`src/rtl/depth_frame_streamer_pkg.sv`:
```
// Shared RGB-D VO configuration constants used by the depth streaming path.
package RgbdVoConfigPk;
  localparam int DATA_DEPTH_BW = 16;
  localparam int H_SIZE_BW     = 10;
  localparam int V_SIZE_BW     = 10;
  localparam int FRAME_ADDR_BW = 24;
endpackage

```
`src/rtl/depth_frame_streamer_fifo.sv`:
```
// Response buffer between the read-return port and the pixel output stage.
// Read data is combinational from the head entry; an extra pointer bit
// separates full from empty.
module depth_stream_fifo
  import RgbdVoConfigPk::*;
#(
  parameter int DEPTH = 8,
  parameter int WIDTH = DATA_DEPTH_BW
) (
  input  logic             clk,
  input  logic             rst,
  input  logic             push,
  input  logic [WIDTH-1:0] wdata,
  input  logic             pop,
  output logic [WIDTH-1:0] rdata,
  output logic             empty,
  output logic             full
);
  localparam int PW = $clog2(DEPTH);

  logic [WIDTH-1:0] mem [DEPTH];
  logic [PW:0]      wr_ptr;
  logic [PW:0]      rd_ptr;
  logic             do_push;
  logic             do_pop;

  assign empty   = (wr_ptr == rd_ptr);
  assign full    = (wr_ptr[PW] != rd_ptr[PW]) && (wr_ptr[PW-1:0] == rd_ptr[PW-1:0]);
  assign do_push = push & ~full;
  assign do_pop  = pop & ~empty;
  assign rdata   = mem[rd_ptr[PW-1:0]];

  // Pointer update; push and pop may happen together.
  always_ff @(posedge clk) begin
    if (rst) begin
      wr_ptr <= '0;
      rd_ptr <= '0;
    end else begin
      if (do_push) wr_ptr <= wr_ptr + (PW+1)'(1);
      if (do_pop)  rd_ptr <= rd_ptr + (PW+1)'(1);
    end
  end

  // Storage write; contents need no reset since pointers gate visibility.
  always_ff @(posedge clk) begin
    if (do_push) mem[wr_ptr[PW-1:0]] <= wdata;
  end
endmodule

```
`src/rtl/depth_frame_streamer.sv`:
```
// Fetches one depth frame with credit-limited in-order reads and emits it as
// a raster pixel stream framed by start/end pulses.
// state | meaning
// IDLE  | waiting for i_start
// SOF   | one cycle, launches frame_start and first request
// RUN   | issuing reads, draining response buffer into pixels
// EOF   | one cycle, launches frame_end
module depth_frame_streamer
  import RgbdVoConfigPk::*;
#(
  parameter int FIFO_DEPTH = 8,
  parameter int ADDR_BW    = FRAME_ADDR_BW
) (
  input  logic                     i_clk,
  input  logic                     i_rst,
  input  logic                     i_start,
  input  logic [H_SIZE_BW-1:0]     r_hsize,
  input  logic [V_SIZE_BW-1:0]     r_vsize,
  input  logic [ADDR_BW-1:0]       r_base_addr,
  output logic                     o_rd_req,
  output logic [ADDR_BW-1:0]       o_rd_addr,
  input  logic                     i_rd_gnt,
  input  logic                     i_rd_valid,
  input  logic [DATA_DEPTH_BW-1:0] i_rd_data,
  output logic                     o_frame_start,
  output logic                     o_frame_end,
  output logic                     o_valid,
  output logic [DATA_DEPTH_BW-1:0] o_depth,
  output logic [H_SIZE_BW-1:0]     o_idx_x,
  output logic [V_SIZE_BW-1:0]     o_idx_y,
  output logic                     o_busy,
  output logic                     o_err
);
  localparam int TOT_BW = H_SIZE_BW + V_SIZE_BW;
  localparam int CNT_BW = $clog2(FIFO_DEPTH) + 1;
  localparam logic [CNT_BW-1:0] DEPTH_CNT = CNT_BW'(FIFO_DEPTH);

  typedef enum logic [1:0] {IDLE, SOF, RUN, EOF} state_t;

  state_t                   state, state_n;
  logic [H_SIZE_BW-1:0]     hsize, hsize_n, x, x_n;
  logic [V_SIZE_BW-1:0]     vsize, vsize_n, y, y_n;
  logic [ADDR_BW-1:0]       base, base_n;
  logic [TOT_BW-1:0]        total, total_n, req_cnt, req_cnt_n, pop_cnt, pop_cnt_n;
  logic [CNT_BW-1:0]        inflight, inflight_n;
  logic                     rd_req, rd_req_n;
  logic [ADDR_BW-1:0]       rd_addr, rd_addr_n;
  logic                     frame_start, frame_start_n, frame_end, frame_end_n;
  logic                     valid, valid_n, busy, busy_n, err, err_n;
  logic [DATA_DEPTH_BW-1:0] depth, depth_n;
  logic [H_SIZE_BW-1:0]     idx_x, idx_x_n;
  logic [V_SIZE_BW-1:0]     idx_y, idx_y_n;

  logic                     gnt_fire, stray, push, pop;
  logic                     fifo_empty, fifo_full;
  logic [DATA_DEPTH_BW-1:0] fifo_rdata;

  // A return with no credit outstanding cannot belong to this frame.
  assign gnt_fire = rd_req & i_rd_gnt;
  assign stray    = i_rd_valid & (inflight == '0);
  assign push     = i_rd_valid & ~stray & ~fifo_full;
  assign pop      = (state == RUN) & ~fifo_empty;

  depth_stream_fifo #(
    .DEPTH (FIFO_DEPTH),
    .WIDTH (DATA_DEPTH_BW)
  ) u_fifo (
    .clk   (i_clk),
    .rst   (i_rst),
    .push  (push),
    .wdata (i_rd_data),
    .pop   (pop),
    .rdata (fifo_rdata),
    .empty (fifo_empty),
    .full  (fifo_full)
  );

  // Next-state and next-output logic; every output is registered.
  always_comb begin
    state_n       = state;
    hsize_n       = hsize;
    vsize_n       = vsize;
    base_n        = base;
    total_n       = total;
    x_n           = x;
    y_n           = y;
    req_cnt_n     = req_cnt + TOT_BW'(gnt_fire);
    pop_cnt_n     = pop_cnt;
    inflight_n    = inflight + CNT_BW'(gnt_fire) - CNT_BW'(pop);
    rd_req_n      = rd_req;
    rd_addr_n     = rd_addr;
    frame_start_n = 1'b0;
    frame_end_n   = 1'b0;
    valid_n       = 1'b0;
    depth_n       = depth;
    idx_x_n       = idx_x;
    idx_y_n       = idx_y;
    err_n         = err | stray;
    case (state)
      IDLE: begin
        if (i_start) begin
          hsize_n    = r_hsize;
          vsize_n    = r_vsize;
          base_n     = r_base_addr;
          req_cnt_n  = '0;
          pop_cnt_n  = '0;
          inflight_n = '0;
          x_n        = '0;
          y_n        = '0;
          err_n      = 1'b0;
          state_n    = SOF;
        end
      end
      SOF: begin
        frame_start_n = 1'b1;
        total_n       = TOT_BW'(hsize) * TOT_BW'(vsize);
        if (hsize == '0 || vsize == '0) begin
          state_n = EOF;
        end else begin
          rd_req_n  = 1'b1;
          rd_addr_n = base;
          state_n   = RUN;
        end
      end
      RUN: begin
        if (pop) begin
          valid_n   = 1'b1;
          depth_n   = fifo_rdata;
          idx_x_n   = x;
          idx_y_n   = y;
          pop_cnt_n = pop_cnt + TOT_BW'(1);
          if (x == hsize - H_SIZE_BW'(1)) begin
            x_n = '0;
            y_n = y + V_SIZE_BW'(1);
          end else begin
            x_n = x + H_SIZE_BW'(1);
          end
          if (pop_cnt_n == total) state_n = EOF;
        end
        rd_req_n  = (req_cnt_n < total) && (inflight_n < DEPTH_CNT);
        rd_addr_n = base + ADDR_BW'(req_cnt_n);
      end
      EOF: begin
        frame_end_n = 1'b1;
        rd_req_n    = 1'b0;
        state_n     = IDLE;
      end
      default: state_n = IDLE;
    endcase
    busy_n = (state_n != IDLE) || frame_end_n;
  end

  // State and output registers with synchronous reset.
  always_ff @(posedge i_clk) begin
    if (i_rst) begin
      state       <= IDLE;
      hsize       <= '0;
      vsize       <= '0;
      base        <= '0;
      total       <= '0;
      x           <= '0;
      y           <= '0;
      req_cnt     <= '0;
      pop_cnt     <= '0;
      inflight    <= '0;
      rd_req      <= 1'b0;
      rd_addr     <= '0;
      frame_start <= 1'b0;
      frame_end   <= 1'b0;
      valid       <= 1'b0;
      depth       <= '0;
      idx_x       <= '0;
      idx_y       <= '0;
      busy        <= 1'b0;
      err         <= 1'b0;
    end else begin
      state       <= state_n;
      hsize       <= hsize_n;
      vsize       <= vsize_n;
      base        <= base_n;
      total       <= total_n;
      x           <= x_n;
      y           <= y_n;
      req_cnt     <= req_cnt_n;
      pop_cnt     <= pop_cnt_n;
      inflight    <= inflight_n;
      rd_req      <= rd_req_n;
      rd_addr     <= rd_addr_n;
      frame_start <= frame_start_n;
      frame_end   <= frame_end_n;
      valid       <= valid_n;
      depth       <= depth_n;
      idx_x       <= idx_x_n;
      idx_y       <= idx_y_n;
      busy        <= busy_n;
      err         <= err_n;
    end
  end

  assign o_rd_req      = rd_req;
  assign o_rd_addr     = rd_addr;
  assign o_frame_start = frame_start;
  assign o_frame_end   = frame_end;
  assign o_valid       = valid;
  assign o_depth       = depth;
  assign o_idx_x       = idx_x;
  assign o_idx_y       = idx_y;
  assign o_busy        = busy;
  assign o_err         = err;
endmodule

```
`config.mk`:
```
export PLATFORM = sky130hd
export DESIGN_NAME = depth_frame_streamer
export DESIGN_NICKNAME = d
export VERILOG_FILES = /design/src/rtl/depth_frame_streamer_pkg.sv /design/src/rtl/depth_frame_streamer_fifo.sv /design/src/rtl/depth_frame_streamer.sv
export SDC_FILE = /design/constraint.sdc
export NUM_CORES = 1
export LEC_CHECK = 0
export BUFFER_PORTS_ARGS = -buffer_cell sky130_fd_sc_hd__buf_2
export CORE_ASPECT_RATIO = 0.9
export CORE_UTILIZATION = 29
export CTS_CLUSTER_DIAMETER = 200
export DETAILED_ROUTE_END_ITERATION = 7
export PLACE_DENSITY_LB_ADDON = 0.2
export SLEW_MARGIN = 0
export SYNTH_ARGS = -nofsm -noshare
export SYNTH_HDL_FRONTEND = slang
export SYNTH_SLANG_ARGS = --single-unit
export TNS_END_PERCENT = 20
```
`constraint.sdc`:
```
create_clock -name i_clk -period 4.97 [get_ports i_clk]
set_input_delay 0.994 -clock i_clk [delete_from_list [all_inputs] [get_ports i_clk]]
set_output_delay 0.994 -clock i_clk [all_outputs]
set_load 0.02 [all_outputs]
```
==> metrics <==
outcome=finished, final reports clean; Root Driver=clkbuf_16; core area=63000 sq um; Post-Route WL=49800 microns; Crit Path Class=reg2reg; WP buf/inv=5; dpl hpwl=35700 microns; Final setup viols=0; DR vias=13800; Final min period=4890 ps; Net count, final=2256; hold path startpoint=o_idx_x[9]$_SDFFE_PP0P_; Worst-path clk slew=60 ps; Inserted Clock Buffers=39; Mean Syn Cell Area=9.94 sq um; CTS Buffer Depth=3; Achievable Freq=204 MHz; Initial Util=29.5%; vias in the first global route=14200; cell accounting for the most synthesized area=dfxtp_1; PD cells=385 nW/um^2; fin util=34.9%; antenna violations before repair=1; most used cell, CP=fa_1; drc violations=0; worst-path cell chain=nand2_2 -> fa_1 -> inv_2 -> fa_1 -> inv_1 -> fa_1 -> inv_2 -> fa_1 -> inv_2 -> fa_1 -> inv_1 -> ha_2 -> or4_1 -> o22a_1 -> a21oi_4 -> a21oi_2 -> a31oi_1 -> xnor2_1 -> a22o_1; final cell count without fillers=2890; Crit Path Max Fanout=3; sequential share of power=38.2%; max incr delay on CP=550 ps; top-count cell post-synth=nand2_1; area share of the largest cell type after synthesis=22.0%; Final GP Congestion=0.869; Worst setup startpoint=hsize[7]$_SDFFE_PP0P_; slowest stage cell, crit path=fa_1; row cnt=87; Post-synth ARST share=0%; Avg WL per Cell=17.2 microns; Die ar.=65100 sq um; area added between synthesis and finish=18.5%; Iteration-0 DRC Markers=699; die width=269 microns; GRT Util Overall=15.5%; max cap viols=0; Synth cell types=67; Clk Latency, worst-skew pair=580 ps; TritonCTS sink count=332; synthesized area=18600 sq um; Top Family by Delay on Critical Path=adder cells; Synth top cells by count=nand2_1 (243), dfxtp_1 (204), a21oi_1 (148); maximum VDD drop=0.265 mV; gr ovfl total=0; worst r2r src=hsize[7]$_SDFFE_PP0P_; Leak=8.91 nW; syn_nets=2111; first-pass GRT wire length=79500 microns; Post-Syn Instances=1869; nature of the critical path startpoint=flip-flop; relative slew slack=37.5%; pin count of the biggest net entering global routing=152; clock share of power=35.5%; Switching Share=33.4%; Die Ht=242 microns; CTS tree=built; Comb power frac=26.3%; worst clock skew=30.7 ps; Post-synth EDFFs=128; final antenna-violating net count=0; Setup Total Neg Slack=0 ps; Fin Hold WS=452 ps; share of cells above drive strength 1=17.3%; #FFs+latches synth=332; Main synth FF type=dfxtp_1; RSZ-0062 raised after global routing=yes; PortBufs=130; Slew Viols, Final=0; Vias/cell=4.78; placed cells=2816; synth warn=0; WP data required=5420 ps; CP Capture Type=flip-flop; H-tree level count=2; worst min-delay path category=reg2reg; sequential-to-total area share from yosys stat=42.7%; Pre-antenna DRT Iters=5; Net Switching=0.00283 W; worst-margin pin slew=934 ps; Final period util=98.4%; # IOs=131; Area contributors post-synth=dfxtp_1 (22%), edfxtp_1 (21%), ha_1 (7.6%); arrival time at the worst endpoint=5340 ps; internal power=0.00564 W; endpoints failing hold=0
## worst reg2reg max path: cells and delay by family, from the launching register on
kind / cells / cell delay (ps)
buffers and inverters: 5 / 220
flip-flops: 1 / 330
adder cells (fa/ha/maj): 6 / 2760
AND/OR/NAND/NOR: 2 / 460
AO/OA/AOI/OAI: 5 / 910
XOR/XNOR: 1 / 100
## path summary, 6_finish.rpt
kind / cells after the start / slack [ps] / endpoint
worst min-delay path: 2 / 450 / o_idx_x[9]$_SDFFE_PP0P_
worst min register to register: 2 / 450 / o_idx_x[9]$_SDFFE_PP0P_
worst max-delay path: 19 / 80 / total[15]$_SDFFE_PP0P_
worst max register to register: 19 / 80 / total[15]$_SDFFE_PP0P_
## power by group through the flow
stage,sequential (W),clock [W],combinational (W)
global route,0.00327,0.00318,0.00249
global placement,0.00328,0,0.00219
finish,0.00324,0.00301,0.00223
CTS,0.00324,0.00309,0.00223
floorplan,0.00335,0,0.00137
detailed placement,0.00329,0,0.00221
## cells in the final DEF (no fill, tap or decap), types with 7 or more instances in the layout
cell type,synthesis,layout
a21oi_1,148,145
inv_1,113,110
nor2_1,133,132
mux4_2,32,32
nor2b_1,8,8
nor3_1,28,26
nor3b_1,8,8
ha_1,113,106
nand3_1,35,35
o21ai_0,28,28
xnor2_1,70,70
nand4_1,21,21
o21a_1,9,9
xor2_1,42,41
a21o_1,24,24
dfxtp_2,0,14
mux2i_1,41,41
a211oi_1,36,34
edfxtp_1,128,128
a31oi_1,7,7
dfxtp_1,204,190
buf_4,0,68
nand2b_1,15,15
nor4_1,12,12
fa_1,64,61
buf_2,9,129
and3_1,26,25
or3_1,12,10
nand2_1,243,241
and2_1,74,74
o21ai_1,15,15
clkbuf_16,0,39
## state kept, by name, indices dropped and copies added, names as in the netlist, 2 cells and up
signal         flops
base              24
hsize             10
inflight           4
o_depth           16
o_idx_x           10
o_idx_y           10
o_rd_addr         24
pop_cnt           20
req_cnt           20
state              2
total             20
u_fifo.mem       128
u_fifo.rd_ptr      4
u_fifo.wr_ptr      4
vsize             10
x                 10
y                 10
## area by class of cell
| cell class | count | area, sq um |
|---|---|---|
| multi-input cells | 1323 | 9980 |
| diodes | 1 | 2.50 |
| fillers | 6417 | 41000 |
| inverters | 114 | 428 |
| well taps | 845 | 1060 |
| clock buffers | 47 | 1040 |
| repair buffers | 204 | 1260 |
| clock inverters | 24 | 309 |
| flip-flops and latches | 332 | 7950 |
## per-layer routing
| metal | share of wire [%] | up-vias | global-route usage [%] |
|---|---|---|---|
| met4 | 1.9 | 2 | 3.69 |
| met3 | 4.3 | 60 | 2.53 |
| met2 | 44 | 246 | 24.6 |
| met5 | 0.034 | - | 0 |
| met1 | 49 | 6695 | 21.9 |
| li1 | - | 6823 | - |
## logic make-up after synthesis
family                   count (synthesis)  share of synthesized area [%]
XOR/XNOR                               112                           5.28
multiplexers                            75                           6.21
buffers and inverters                  214                           4.38
adder cells (fa/ha/maj)                177                           14.5
flip-flops                             332                           42.7
AO/OA/AOI/OAI                          322                           10.7
AND/OR/NAND/NOR                        637                           16.2
## per-stage QoR
stage	power [W]	worst slack [ps]	area (sq um)
6_report	0.00847	77.2	22000
5_1_grt	0.00893	-154	22000
4_1_cts	0.00856	-5.93	21900
3_5_place_dp	0.00550	-37.8	20500
3_3_place_gp	0.00548	-22.9	20500
2_1_floorplan	0.00472	-10.2	18600
## timing repair
action / CTS / global route
buffers inserted: 2 / 0
endpoints found under the setup margin: 7 / 8
gates cloned: 0 / 0
pin swaps: 13 / 20
resized for setup: 14 / 30
hold buffers: 0 / 0
endpoints found under the hold margin: 0 / 0
Power figures use the tool's default switching activity.
